## src/rtl/ras_update_sched_pkg.sv

```systemverilog
// Shared BPU/RAS types: commit request payload, RAS type encodings and the
// branch-type decode helpers used by both the RAS and its update scheduler.
`ifndef RAS_INFLIGHT_SIZE
`define RAS_INFLIGHT_SIZE 16
`endif

package bpu_pkg;

  localparam int VADDR_W   = 32;
  localparam int FSQ_IDX_W = 6;
  localparam int OFFSET_W  = 4;

  localparam logic [1:0] RAS_NONE     = 2'b00;
  localparam logic [1:0] RAS_POP      = 2'b01;
  localparam logic [1:0] RAS_PUSH     = 2'b10;
  localparam logic [1:0] RAS_POP_PUSH = 2'b11;

  typedef enum logic [2:0] {
    BR_NONE    = 3'd0,
    BR_COND    = 3'd1,
    BR_JAL     = 3'd2,
    BR_JALR    = 3'd3,
    BR_CALL    = 3'd4,
    BR_RET     = 3'd5,
    BR_RETCALL = 3'd6
  } br_type_e;

  typedef struct packed {
    br_type_e              br_type;
    logic [OFFSET_W-1:0]   offset;
    logic                  rvc;
  } TailSlot;

  typedef struct packed {
    logic [VADDR_W-1:0]    start_addr;
    TailSlot               tailSlot;
    logic                  tailTaken;
    logic [FSQ_IDX_W-1:0]  fsqIdx;
  } RasCommitReq;

  function automatic logic [1:0] getRasType(input br_type_e t);
    case (t)
      BR_CALL:    return RAS_PUSH;
      BR_RET:     return RAS_POP;
      BR_RETCALL: return RAS_POP_PUSH;
      default:    return RAS_NONE;
    endcase
  endfunction

  function automatic logic rasValid(input br_type_e t);
    return getRasType(t) != RAS_NONE;
  endfunction

endpackage

```

## src/rtl/ras_update_sched_fifo.sv

```systemverilog
// Commit-update FIFO: flop array with dir-bit pointers; head is read
// combinationally from the array so it is stable whenever no pop occurs.
module ras_commit_fifo
  import bpu_pkg::*;
#(
  parameter int QDEPTH = 4
) (
  input  logic        clk,
  input  logic        rst,
  input  logic        push_i,
  input  RasCommitReq data_i,
  input  logic        pop_i,
  output logic        full_o,
  output logic        empty_o,
  output RasCommitReq head_o
);

  localparam int IDX_W = $clog2(QDEPTH);
  localparam logic [IDX_W:0] PTR_ONE = (IDX_W+1)'(1);

  RasCommitReq      mem_q [QDEPTH];
  logic [IDX_W:0]   wrPtr_q, wrPtr_d;
  logic [IDX_W:0]   rdPtr_q, rdPtr_d;
  logic             doPush, doPop;

  assign empty_o = (wrPtr_q == rdPtr_q);
  assign full_o  = (wrPtr_q[IDX_W-1:0] == rdPtr_q[IDX_W-1:0]) &&
                   (wrPtr_q[IDX_W] != rdPtr_q[IDX_W]);
  assign doPush  = push_i & ~full_o;
  assign doPop   = pop_i & ~empty_o;
  assign head_o  = mem_q[rdPtr_q[IDX_W-1:0]];

  always_comb begin
    wrPtr_d = wrPtr_q;
    rdPtr_d = rdPtr_q;
    if (doPush) wrPtr_d = wrPtr_q + PTR_ONE;
    if (doPop)  rdPtr_d = rdPtr_q + PTR_ONE;
  end

  always_ff @(posedge clk or posedge rst) begin
    if (rst) begin
      wrPtr_q <= '0;
      rdPtr_q <= '0;
    end else begin
      wrPtr_q <= wrPtr_d;
      rdPtr_q <= rdPtr_d;
    end
  end

  // Payload storage needs no reset: empty pointers make stale entries invisible.
  always_ff @(posedge clk) begin
    if (doPush) mem_q[wrPtr_q[IDX_W-1:0]] <= data_i;
  end

endmodule

```

## src/rtl/ras_update_sched.sv

```systemverilog
// RAS update scheduler: filters/queues committed RAS updates, drains one per
// unsquashed cycle, and tracks in-flight speculative pushes to stall the BPU.
`ifndef RAS_INFLIGHT_SIZE
`define RAS_INFLIGHT_SIZE 16
`endif

module ras_update_sched
  import bpu_pkg::*;
#(
  parameter int QDEPTH       = 4,
  parameter int INFL_SIZE    = `RAS_INFLIGHT_SIZE,
  parameter int STALL_MARGIN = 2,
  parameter int CNT_W        = $clog2(INFL_SIZE) + 1
) (
  input  logic             clk,
  input  logic             rst,
  input  logic             upd_valid,
  output logic             upd_ready,
  input  RasCommitReq      upd_info,
  input  logic             lookup_req,
  input  logic [1:0]       lookup_type,
  input  logic             squash,
  input  logic [1:0]       squash_type,
  input  logic [CNT_W-1:0] squash_cnt,
  output logic             ras_update,
  output RasCommitReq      ras_upd_info,
  output logic             bpu_stall,
  output logic [CNT_W-1:0] infl_cnt,
  output logic             err
);

  localparam logic [CNT_W-1:0] CNT_MAX  = CNT_W'(INFL_SIZE);
  localparam logic [CNT_W-1:0] STALL_TH = CNT_W'(INFL_SIZE - STALL_MARGIN);
  localparam logic [CNT_W-1:0] CNT_ONE  = CNT_W'(1);

  logic             fifoFull, fifoEmpty, fifoPush;
  RasCommitReq      headReq;
  logic [1:0]       headType;
  logic             lookupPush, drainPush;
  logic [CNT_W-1:0] cnt_q, cnt_d;
  logic             err_q, err_d;
  logic             unusedBits;

  assign upd_ready  = ~fifoFull;
  assign fifoPush   = upd_valid & upd_ready & upd_info.tailTaken &
                      rasValid(upd_info.tailSlot.br_type);
  assign ras_update = ~fifoEmpty & ~squash;
  assign ras_upd_info = headReq;

  ras_commit_fifo #(.QDEPTH(QDEPTH)) u_fifo (
    .clk     (clk),
    .rst     (rst),
    .push_i  (fifoPush),
    .data_i  (upd_info),
    .pop_i   (ras_update),
    .full_o  (fifoFull),
    .empty_o (fifoEmpty),
    .head_o  (headReq)
  );

  assign headType   = getRasType(headReq.tailSlot.br_type);
  assign drainPush  = ras_update & headType[1] & ~headType[0];
  assign lookupPush = lookup_req & lookup_type[1];
  assign unusedBits = lookup_type[0];

  // Squash restores the snapshot and overrides any lookup/drain that cycle;
  // out-of-range steps flag err and saturate instead of wrapping.
  always_comb begin
    cnt_d = cnt_q;
    err_d = err_q;
    if (squash) begin
      if (squash_type == RAS_PUSH) begin
        if (squash_cnt >= CNT_MAX) begin
          cnt_d = CNT_MAX;
          err_d = 1'b1;
        end else begin
          cnt_d = squash_cnt + CNT_ONE;
        end
      end else begin
        cnt_d = squash_cnt;
      end
    end else if (lookupPush && !drainPush) begin
      if (cnt_q == CNT_MAX) err_d = 1'b1;
      else                  cnt_d = cnt_q + CNT_ONE;
    end else if (drainPush && !lookupPush) begin
      if (cnt_q == '0) err_d = 1'b1;
      else             cnt_d = cnt_q - CNT_ONE;
    end
  end

  always_ff @(posedge clk or posedge rst) begin
    if (rst) begin
      cnt_q <= '0;
      err_q <= 1'b0;
    end else begin
      cnt_q <= cnt_d;
      err_q <= err_d;
    end
  end

  assign infl_cnt  = cnt_q;
  assign err       = err_q;
  assign bpu_stall = (cnt_q >= STALL_TH);

endmodule

```

## config.mk

```make
export PLATFORM = sky130hd
export DESIGN_NAME = ras_update_sched
export DESIGN_NICKNAME = d
export VERILOG_FILES = /design/src/rtl/ras_update_sched_pkg.sv /design/src/rtl/ras_update_sched_fifo.sv /design/src/rtl/ras_update_sched.sv
export SDC_FILE = /design/constraint.sdc
export NUM_CORES = 1
export LEC_CHECK = 0
export BUFFER_PORTS_ARGS = -buffer_cell sky130_fd_sc_hd__buf_4
export CORE_MARGIN = 4
export CORE_UTILIZATION = 40
export DETAILED_ROUTE_END_ITERATION = 10
export GPL_TIMING_DRIVEN = 0
export PLACE_DENSITY = 0.56
export SLEW_MARGIN = 20
export SYNTH_ARGS = -nofsm -noshare
export SYNTH_HDL_FRONTEND = slang
export SYNTH_SLANG_ARGS = --single-unit
```

## constraint.sdc

```tcl
create_clock -name clk -period 7.6 [get_ports clk]
set_input_delay 1.52 -clock clk [delete_from_list [all_inputs] [get_ports clk]]
set_output_delay 1.52 -clock clk [all_outputs]
set_load 0.05 [all_outputs]
```

==> reports/metrics.yaml, run 1 <==
status:
  run_status: "finished, final reports clean"
setup_path:
  endpoint: "ras_update"
  cp-end-kind: "output pin"
  crit_family: "compound AO/OA/AOI/OAI gates"
  critPathLaunchType: "primary input"
  cp_max_fo: 5
  crit_cells: 3
  r2r-end: "infl_cnt[4]"
  reg2reg_from: "u_fifo.rdPtr_q[1]"
  critPathArrivalTime_ns: 2.46
  critPathSlowestCell: "a31oi_1"
  critPathMaxStageDelay_ns: 0.49
  cp_num_buf_inv: 2
  r2r_cells: 11
  worst_path_most_repeated_cell: "buf_4"
  startpoint: "squash"
  worst-endpoint-required_ns: 6.08
  path_cells: "buf_4 > a31oi_1 > buf_4"
  rrSetupSlack_ns: 4.54
  path_class: "primary input to output pin"
placement:
  dp_cells: 739
  place_congestion: 0.780
  hpwl_mm: 9.36
  port_buffers: 115
logic_synthesis:
  synthAdderAreaFrac_pct: 1.87
  synth_top_family_by_area: "multiplexers"
  synth_seq_cells: 200
  yosysTopAreaCellShare_pct: 72.6
  yosys.area_share.simple_pct: 2.75
  synth_edf_count: 188
  syn_inst: 360
  yosys.cell_types.count: 39
  ys_warn_count: 0
  async_reset_ff_share_pct: 6.00
  synth_compound_area_share_pct: 2.09
  yosys-top-cells-area: "edfxtp_1 73%, mux4_2 14%, dfrtp_1 3.9%"
  syn_area_per_cell_um2: 21.6
  ys_seq_area_share_pct: 76.5
  synth_top_area_cell: "edfxtp_1"
  synth_xor_area_share_pct: 1.35
  syn_area_um2: 7770
  synth_common_cells: "188 x edfxtp_1, 47 x mux4_2, 12 x dfrtp_1, 12 x nand2_1"
  synth-main-ff-cell: "edfxtp_1"
  synth.most_common_cell: "edfxtp_1"
  synth_mux_area_share_pct: 14.0
  syn_nets: 432
detailed_routing:
  drt_iter0_drc: 211
  drt-pass1-iter-count: 4
  vias_per_cell: 5.03
  vias: 3880
  wirelength_mm: 14.8
  drc: 0
  wl_per_cell_um: 19.3
  antenna_left: 0
grt:
  grt_pass1_wl_mm: 23.2
  grt_pass1_vias: 4225
  antenna_found_initial: 0
  grt_util_met3_pct: 4.69
  top_usage_layer: "met2"
  grt_use_total_pct: 14.2
  use_met2_pct: 24.9
  use_met1_pct: 16.5
  grt_max_degree: 44
  overflow: 0
pwr:
  p_seq_share_pct: 35.3
  power_frac_comb_pct: 41.2
  ir_drop_mv: 0.206
  total_leakage_power_nw: 3.37
  power.total_mw: 3.77
  swShare_pct: 38.0
  pwr-share-clk_pct: 23.4
  powerDensity_nw_per_um2: 390
  internal_power_mw: 2.34
  p_sw_mw: 1.43
cts:
  cts_tree: "yes"
  cts.repair.resized: 0
  cts_buffers: 17
  ctsRootBufferMaster: "clkbuf_16"
  cts.sinks: 200
  clockBufferDepth: 2
  clkLatencyLatePin_ns: 0.43
  cts_hold_buffers: 0
  path_clk_slew_ns: 0.06
  postCtsSetupBuffers: 0
  htree_levels: 4
sta:
  timing.hold.ws_ns: 0.495
  finalCritPeriodShare_pct: 52.4
  rsz0062_at_grt: "false"
  min_period_ns: 3.98
  slew_violations: 0
  slew_headroom_pct: 54.8
  fin_tns_setup_ns: 0
  finalHoldViolCount: 0
  max_freq_mhz: 251
  worst_pin_slew_ns: 0.677
  setup_viol_count_final: 0
  finClkSkew_ns: 0.0107
floorplanning:
  die_area_um2: 21700
  dieHeight_um: 147
  start_util_pct: 41.1
  core-area_um2: 18900
  boundaryPins: 117
  die_x_um: 147
  placementRows: 50
final_layout:
  drive_gt1_share_pct: 41.7
  final_cells: 771
  layout.nets: 570
  area_growth_pct: 24.2
  n_fill_cell: 1566
  diodes: 0
job:
  cap_viol_max_count: 0
hold_path:
  hold_path_class: "flop to flop"
[layout by cell type, fill, tap and decap left out, types with 2 or more instances in the layout]
cell       instances
edfxtp_1         188
buf_4            116
mux4_2            47
clkbuf_16         17
nand2_1           12
dfrtp_1           12
inv_1             10
ha_1              10
xnor2_1            9
a21oi_1            7
clkbuf_1           7
nor2_1             7
o21ai_0            7
buf_2              4
and2_4             4
nand3_1            3
xor2_1             3
clkinv_2           3
buf_16             3
mux2_2             2
buf_6              2
a31oi_1            2
o21ai_1            2
a21o_1             2
nor3_1             2
clkinv_1           2
bufinv_16          2
inv_8              2
inv_6              2
clkinv_4           2
[cell families after synthesis]
| family | Yosys count |
|---|---|
| multiplexers | 50 |
| AND/OR/NAND/NOR | 39 |
| flip-flops | 200 |
| adder cells (fa/ha/maj) | 11 |
| buffers and inverters | 23 |
| XOR/XNOR | 12 |
| AO/OA/AOI/OAI | 25 |
[state kept, by name, summed over array words and instances, names as in the netlist]
register	count
u_fifo.mem_q	188
infl_cnt	5
u_fifo.rdPtr_q	3
u_fifo.wrPtr_q	3
err	1
[routing by layer]
| metal | vias up | part of all wire [%] |
|---|---|---|
| met5 | - | 0 |
| met4 | 0 | 1.3 |
| met3 | 18 | 6.7 |
| met2 | 102 | 53 |
| met1 | 2017 | 39 |
| li1 | 1743 | - |
[worst register-to-register path: stages, from the launching register on]
cell	delay [ns]
dfrtp_1	0.47
buf_4	0.23
xnor2_1	0.17
a31oi_1	0.56
a21oi_1	0.26
inv_1	0.16
ha_1	0.28
a21o_1	0.19
a21oi_1	0.20
xnor2_1	0.12
nor4_1	0.24
nor3_2	0.08
[area by class of cell]
cell class | count | area, µm² | share of cell area, %
tap | 260 | 325 | 3.37
timing repair buffer | 119 | 966 | 10.0
clock buffer | 18 | 429 | 4.45
clock inverter | 14 | 148 | 1.53
buffer | 13 | 72.6 | 0.752
multi-input combinational | 137 | 1730 | 17.9
inverter | 10 | 37.5 | 0.389
sequential | 200 | 5950 | 61.6
[power by group through the flow]
| stage | registers, mW | clock network (mW) | logic, mW |
|---|---|---|---|
| final | 1.33 | 0.882 | 1.55 |
| after global routing | 1.34 | 0.948 | 1.66 |
| after CTS | 1.33 | 0.901 | 1.58 |
| after detailed placement | 1.36 | 0 | 1.58 |
| after global placement | 1.36 | 0 | 1.56 |
| after floorplan | 1.39 | 0 | 1.11 |
[through the flow]
stage	setup slack [ns]	area [µm²]	util [%]
4_1_cts	3.63	9650	51.1
6_report	3.62	9650	51.1
2_1_floorplan	3.50	7770	-
3_5_place_dp	3.63	9070	48.0
3_3_place_gp	2.76	8960	47.4
5_1_grt	3.57	9650	51.1
[worst min-delay path by stage]
stage | endpoint | startpoint | slack, ns | depth (start not counted)
2_1_floorplan | u_fifo.wrPtr_q[2] | u_fifo.wrPtr_q[2] | 0.46 | 1
3_3_place_gp | u_fifo.rdPtr_q[2] | u_fifo.rdPtr_q[2] | 0.48 | 1
3_5_place_dp | u_fifo.rdPtr_q[2] | u_fifo.rdPtr_q[2] | 0.49 | 1
4_1_cts | u_fifo.wrPtr_q[2] | u_fifo.wrPtr_q[2] | 0.50 | 1
5_1_grt | u_fifo.rdPtr_q[2] | u_fifo.rdPtr_q[2] | 0.52 | 1
6_report | u_fifo.wrPtr_q[2] | u_fifo.wrPtr_q[2] | 0.50 | 1
(Power assumes the default switching activity.)
==> run 2, diff against run 1 <==
--- a/config.mk
+++ b/config.mk
@@ -5,6 +5,7 @@
 export SDC_FILE = /design/constraint.sdc
 export NUM_CORES = 1
 export LEC_CHECK = 0
+export ABC_AREA = 1
 export BUFFER_PORTS_ARGS = -buffer_cell sky130_fd_sc_hd__buf_4
 export CORE_MARGIN = 4
 export CORE_UTILIZATION = 40
==> constraint.sdc (replaced) <==
create_clock -name clk -period 3.7 [get_ports clk]
set_input_delay 0.74 -clock clk [delete_from_list [all_inputs] [get_ports clk]]
set_output_delay 0.74 -clock clk [all_outputs]
set_load 0.05 [all_outputs]
==> run 2 against run 1 <==
Compared with the run above: clock skew fell by 0.0031 ns; wire length rose by 29%; hold slack got worse by 0.15 ns; clock power rose by 110%; critical endpoint is now ras_upd_info[36]; largest cell class unchanged.
==> reports/metrics.yaml, run 2 <==
status:
  run_status: "finished, final reports clean"
placement:
  dp_cells: 1001  # +35%
  hpwl_mm: 12.8  # +36%
  place_congestion: 0.780  # about the same
  place_area_um2: 9420  # +3.8%
  port_buffers: 115  # unchanged
hold_path:
  hold_path_class: "primary input to async pin"
setup_path:
  worst_path_most_repeated_cell: "clkbuf_1"
  r2r-end: "u_fifo.mem_q[3][29]"
  reg2reg_from: "u_fifo.rdPtr_q[0]"
  cp-end-kind: "output pin"
  path_cells: "inv_2 > buf_6 > clkbuf_1 > clkbuf_1 > nor2_1 > o22ai_1 > buf_4"
  critPathSlowestCell: "dfrtp_1"
  cp_max_fo: 10  # +5
  rrSetupSlack_ns: 1.04  # -3.50 ns
  critPathLaunchType: "flop"
  cp_num_buf_inv: 5  # +3
  critPathArrivalTime_ns: 2.78  # +0.32 ns
  path_class: "flop to output pin"
  critPathMaxStageDelay_ns: 0.49  # about the same
  crit_family: "buffers and inverters"
  worst-endpoint-required_ns: 2.96  # -3.12 ns
  r2r_cells: 8  # -3
final_layout:
  largest_register_ffs: 188  # unchanged
  mostFrequentLayoutCells: "188 x edfxtp_1, 115 x buf_4, 99 x nor2_1, 92 x o21ai_0, 47 x nand2_1"
  n_fill_cell: 1729  # +10%
  final_area_um2: 9990  # +3.6%
  final_common_cell: "edfxtp_1"
  layout.nets: 827  # +45%
  diodes: 0  # unchanged
  fin_util_pct: 51.2  # +0.099 points
  drive_gt1_share_pct: 22.4  # -19 points
  area_growth_pct: 25.2
  final_cells: 1032  # +34%
cts:
  postCtsSetupBuffers: 0  # unchanged
  clockBufferDepth: 2  # unchanged
  ctsRootBufferMaster: "clkbuf_16"
  cts.sinks: 200  # unchanged
  cts_tree: "yes"
  cts_buffers: 17  # unchanged
  htree_levels: 4  # unchanged
  clkLatencyLatePin_ns: 0.43  # about the same
  path_clk_slew_ns: 0.07  # about the same
logic_synthesis:
  yosys-top-cells-area: "edfxtp_1 71%, o21ai_0 5.8%, nor2_1 4.8%"
  ys_warn_count: 0  # unchanged
  synth-main-ff-cell: "edfxtp_1"
  yosysTopAreaCellShare_pct: 70.7  # -1.9 points
  syn_area_per_cell_um2: 13.0  # -40%
  synth_top_area_cell: "edfxtp_1"
  synth.most_common_cell: "edfxtp_1"
  syn_inst: 613  # +70%
  ys_seq_area_share_pct: 74.5  # -2.0 points
  async_reset_ff_share_pct: 6.00  # unchanged
  syn_area_um2: 7980  # +2.7%
  yosys.cell_types.count: 31  # -21%
  syn_nets: 685  # +59%
  synth_common_cells: "188 x edfxtp_1, 103 x nor2_1, 92 x o21ai_0"
  synth_edf_count: 188  # unchanged
  synth_seq_cells: 200  # unchanged
detailed_routing:
  antenna_left: 0  # unchanged
  vias: 5260  # +36%
  wirelength_mm: 19.2  # +29%
  drt_iter0_drc: 352  # +67%
  wl_per_cell_um: 18.6  # -3.6%
  drt-pass1-iter-count: 4  # unchanged
  vias_per_cell: 5.10  # +1.3%
  drc: 0  # unchanged
pwr:
  powerDensity_nw_per_um2: 856  # +120%
  ir_drop_mv: 0.438  # +110%
  total_leakage_power_nw: 3.65  # +8.2%
floorplanning:
  start_util_pct: 40.9  # -0.27 points
  placementRows: 51  # +2.0%
  boundaryPins: 117  # unchanged
  die_x_um: 149  # +1.3%
  dieHeight_um: 149  # +1.3%
  die_area_um2: 22300  # +2.5%
  core-area_um2: 19500  # +3.4%
sta:
  setup_viol_count_final: 0  # unchanged
  min_period_ns: 3.52
  rsz0062_at_grt: "false"
  finClkSkew_ns: 0.00752  # -0.00314 ns
  slew_violations: 0  # unchanged
  finalHoldViolCount: 0  # unchanged
  slew_headroom_pct: 50.2  # -4.6 points
  finalCritPeriodShare_pct: 95.1
  fin_tns_setup_ns: 0  # unchanged
  timing.hold.ws_ns: 0.342  # -0.154 ns
  max_freq_mhz: 284
  worst_pin_slew_ns: 0.745  # +0.0673 ns
grt:
  grt_pass1_wl_mm: 29.4  # +27%
  grt_use_total_pct: 17.5  # +3.3 points
  overflow: 0  # unchanged
  antenna_found_initial: 0  # unchanged
  grt_pass1_vias: 5293  # +25%
  grt_max_degree: 20  # -55%
job:
  cap_viol_max_count: 0  # unchanged
[run 2: cell types whose count changed after synthesis, moves of 4 or more]
cell	before	now
nor2_1	7	103
o21ai_0	7	92
mux4_2	47	0
o22ai_1	0	45
nand2_1	12	47
inv_1	10	35
clkbuf_1	6	25
nand3_1	3	12
xnor2_1	9	1
and2_1	5	0
nand3_2	0	4
[run 2: how the worst max path moves through the flow]
stage | startpoint | endpoint | slack (ns) | cells after the start
2_1_floorplan | u_fifo.rdPtr_q[0] | u_fifo.mem_q[0][0] | -0.14 | 6
3_3_place_gp | upd_info[14] | u_fifo.mem_q[1][24] | -1.83 | 5
3_5_place_dp | u_fifo.rdPtr_q[0] | ras_upd_info[44] | 0.55 | 6
4_1_cts | u_fifo.rdPtr_q[0] | ras_upd_info[44] | 0.08 | 6
5_1_grt | u_fifo.rdPtr_q[0] | ras_upd_info[29] | 0.04 | 7
6_report | u_fifo.rdPtr_q[0] | ras_upd_info[36] | 0.18 | 7
[run 2: layout make-up]
type                    count  area, µm²  share of cell area (%)
multi-input cells         345       1800                    18.0
repair buffers            123       1080                    10.8
flip-flops and latches    200       5950                    59.5
clock buffers              19        433                    4.33
clock inverters            12        140                    1.40
inverters                  38        143                    1.43
plain buffers              30        126                    1.26
well taps                 265        332                    3.32
[run 2: what timing repair did]
| item | 4_1_cts | 5_1_grt |
|---|---|---|
| hold buffers | 0 | 0 |
| resized for setup | 0 | 4 |
| endpoints found under the setup margin | 0 | 3 |
[run 2: cells by family (layout without fill, tap and decap cells)]
kind of cell | count (synthesis) | in the layout | share of synthesized area, %
adder cells (fa/ha/maj) | 11 | 11 | 1.82
XOR/XNOR | 6 | 6 | 0.658
buffers and inverters | 68 | 222 | 3.34
flip-flops | 200 | 200 | 74.5
AO/OA/AOI/OAI | 154 | 154 | 10.8
AND/OR/NAND/NOR | 174 | 174 | 8.92
[run 2: per-stage QoR]
step,power [mW],worst slack (ns)
after global placement,6.74,-1.83
final,8.55,0.181
after CTS,8.63,0.0768
after floorplan,5.46,-0.138
after global routing,8.99,0.0386
after detailed placement,6.82,0.551
[run 2: worst register-to-register path, cell delays in order, from the launching register on]
cell	delay [ns]
dfrtp_1	0.52
inv_2	0.13
nand2_1	0.08
nand2_1	0.06
nand4_1	0.13
nand2_1	0.31
nor2_4	0.68
buf_12	0.27
buf_16	0.18
[run 2: where the power goes]
group	switching (mW)	total, mW	leakage (nW)	internal (mW)
sequential	0.0911	2.72	1.83	2.63
clock	0.815	1.82	0.273	1.00
combinational	2.92	4.01	1.54	1.10
[run 2: metal layers]
layer | wire length [µm] | track usage, % | vias to the layer above | part of all wire (%)
met2 | 9220 | 28.5 | 145 | 48
met5 | 0 | 0 | - | 0
met3 | 971 | 4.04 | 24 | 5.1
li1 | - | - | 2502 | -
met4 | 361 | 6.13 | 0 | 1.9
met1 | 8600 | 23.3 | 2589 | 45
==> run 3, diff against run 2 <==
--- a/config.mk
+++ b/config.mk
@@ -5,13 +5,12 @@
 export SDC_FILE = /design/constraint.sdc
 export NUM_CORES = 1
 export LEC_CHECK = 0
-export ABC_AREA = 1
-export BUFFER_PORTS_ARGS = -buffer_cell sky130_fd_sc_hd__buf_4
 export CORE_MARGIN = 4
 export CORE_UTILIZATION = 40
 export DETAILED_ROUTE_END_ITERATION = 10
+export DONT_BUFFER_PORTS = 1
 export GPL_TIMING_DRIVEN = 0
-export PLACE_DENSITY = 0.56
+export PLACE_DENSITY = 0.51
 export SLEW_MARGIN = 20
 export SYNTH_ARGS = -nofsm -noshare
 export SYNTH_HDL_FRONTEND = slang
==> run 3 against run 2 <==
Compared with the run above: global-route usage shrank 3.9 points; non-clock buffer count shrank 135; critical path type is now flop to flop; power shrank 15%; clock-buffer cell count shrank 1; final area shrank 12%; critical endpoint is now infl_cnt[4]; setup slack gained 0.34 ns; clock skew grew 0.0011 ns; core utilization shrank 4.7 points; sequential power grew 4%; critical path depth grew 5.
==> reports/metrics.yaml, run 3 (synthesis gave the netlist of run 1 again) <==
grt:
  grt_use_total_pct: 13.6  # -3.9 points
  grt_pass1_vias: 3702  # -30%
  antenna_found_initial: 0  # unchanged
  grt_pass1_wl_mm: 21.8  # -26%
  grt_max_degree: 34  # +70%
  overflow: 0  # unchanged
cts:
  htree_levels: 4  # unchanged
  ctsRootBufferMaster: "clkbuf_16"
  path_clk_slew_ns: 0.07  # about the same
  cts_hold_buffers: 0  # unchanged
  cts.sinks: 200  # unchanged
  cts_tree: "yes"
  clkLatencyLatePin_ns: 0.42  # about the same
  cts_buffers: 17  # unchanged
  postCtsSetupBuffers: 0  # unchanged
  clockBufferDepth: 2  # unchanged
  cts.repair.resized: 0  # unchanged
sta:
  max_freq_mhz: 314  # +11%
  rsz0062_at_grt: "false"
  finalCritPeriodShare_pct: 86.0  # -9.1 points
  slew_violations: 0  # unchanged
  setup_viol_count_final: 0  # unchanged
  finClkSkew_ns: 0.00862  # +0.00111 ns
  worst_pin_slew_ns: 0.679  # -0.0657 ns
  slew_headroom_pct: 54.7  # +4.5 points
  min_period_ns: 3.18  # -0.338 ns
  finalHoldViolCount: 0  # unchanged
detailed_routing:
  vias_per_cell: 5.19  # +1.8%
  drt_iter0_drc: 145  # -59%
  vias: 3397  # -35%
  drc: 0  # unchanged
  wl_per_cell_um: 21.5  # +16%
  antenna_left: 0  # unchanged
  drt-pass1-iter-count: 4  # unchanged
  wirelength_mm: 14.1  # -26%
status:
  run_status: "finished, final reports clean"
final_layout:
  mostFrequentLayoutCells: "188 x edfxtp_1, 47 x mux4_2, 17 x clkbuf_16, 12 x nand2_1, 12 x dfrtp_1"
  fin_util_pct: 46.5  # -4.7 points
  diodes: 0  # unchanged
  final_area_um2: 8790  # -12%
  area_growth_pct: 13.0
  largest_register_ffs: 188  # unchanged
  drive_gt1_share_pct: 24.8  # +2.4 points
  final_common_cell: "edfxtp_1"
  layout.nets: 456  # -45%
setup_path:
  critPathMaxStageDelay_ns: 0.47  # -0.02 ns
  cp_max_fo: 10  # unchanged
  rrSetupSlack_ns: 0.52  # -0.52 ns
  r2r-end: "infl_cnt[4]"
  reg2reg_from: "u_fifo.rdPtr_q[1]"
  worst-endpoint-required_ns: 4.00  # +1.04 ns
  path_class: "flop to flop"
  r2r_cells: 12  # +4
  critPathArrivalTime_ns: 3.48  # +0.70 ns
  critPathSlowestCell: "dfrtp_1"
  critPathLaunchType: "flop"
  cp-end-kind: "flop"
  path_cells: "buf_4 > xnor2_1 > a31oi_2 > buf_6 > a21oi_1 > inv_1 > ha_1 > a21o_1 > a21oi_1 > xnor2_1 > nor4_1 > nor3_2"
placement:
  place_area_um2: 8210  # -13%
  port_buffers: 0  # -100%
  hpwl_mm: 9.05  # -29%
  place_congestion: 0.762  # -2.4%
floorplanning:
  die_x_um: 147  # -1.2%
  placementRows: 50  # -2.0%
  core-area_um2: 18900  # -3.2%
  boundaryPins: 117  # unchanged
  die_area_um2: 21700  # -2.5%
  dieHeight_um: 147  # -1.2%
  start_util_pct: 41.1  # +0.27 points
pwr:
  swShare_pct: 38.7  # -6.0 points
  powerDensity_nw_per_um2: 826  # -3.5%
  p_seq_share_pct: 39.0  # +7.2 points
  ir_drop_mv: 0.357  # -18%
  total_leakage_power_nw: 2.81  # -23%
  internal_power_mw: 4.45  # -6.0%
  pwr-share-clk_pct: 25.0  # +3.7 points
  p_sw_mw: 2.81  # -26%
  power_frac_comb_pct: 36.0  # -11 points
job:
  cap_viol_max_count: 0  # unchanged
hold_path:
  hold_path_class: "primary input to async pin"
[run 3: worst max path at each step]
stage / startpoint / end / slack [ns] / cells after the start
after floorplan: u_fifo.rdPtr_q[1] / infl_cnt[4] / 0.28 / 11
after global placement: u_fifo.rdPtr_q[1] / u_fifo.mem_q[3][20] / -0.81 / 6
after detailed placement: u_fifo.rdPtr_q[1] / infl_cnt[4] / 0.51 / 12
after CTS: u_fifo.rdPtr_q[1] / infl_cnt[4] / 0.50 / 12
after global routing: u_fifo.rdPtr_q[1] / infl_cnt[4] / 0.31 / 12
final: u_fifo.rdPtr_q[1] / infl_cnt[4] / 0.52 / 12
[run 3: per-layer routing]
layer | track usage, % | wire length (µm) | vias to the layer above
li1 | - | - | 1512
met1 | 15.6 | 5430 | 1786
met2 | 23.0 | 7310 | 91
met3 | 6.50 | 1230 | 8
met4 | 3.77 | 104 | 0
met5 | 0 | 0 | -
[run 3: stage by stage]
| step | power (mW) | setup slack, ns | instances | hold WS, ns | TNS (ns) |
|---|---|---|---|---|---|
| 4_1_cts | 7.39 | 0.497 | 655 | 0.216 | 0 |
| 5_1_grt | 7.60 | 0.310 | 655 | 0.249 | 0 |
| 2_1_floorplan | 5.14 | 0.280 | 360 | 0.462 | 0 |
| 6_report | 7.26 | 0.519 | 655 | 0.223 | 0 |
| 3_3_place_gp | 5.51 | -0.812 | 620 | 0.479 | -147.11 |
| 3_5_place_dp | 5.56 | 0.513 | 625 | 0.485 | 0 |
[run 3: worst max-delay path, delay by kind of cell (launching register included)]
| family | cells | cell delay, ns |
|---|---|---|
| and+or+nand+nor | 2 | 0.35 |
| DFF | 1 | 0.47 |
| buffers and inverters | 3 | 0.59 |
| xor gates and xnor gates | 2 | 0.41 |
| AOI/OAI and AO/OA | 4 | 0.91 |
| adders and majority gates | 1 | 0.34 |
[run 3: power groups by stage]
stage	Combinational (mW)	Sequential (mW)	Clock, mW
final	2.61	2.83	1.81
after global routing	2.78	2.85	1.97
after CTS	2.68	2.84	1.87
after detailed placement	2.67	2.89	0
after global placement	2.62	2.89	0
after floorplan	2.29	2.86	0
[run 3: area by class of cell]
cell class / count / area (µm²)
fill: 1635 / 10100
sequential: 200 / 5950
multi-input combinational: 137 / 1730
clock buffer: 18 / 429
tap: 260 / 325
clock inverter: 12 / 150
timing repair buffer: 5 / 91.3
buffer: 13 / 72.6
inverter: 10 / 37.5
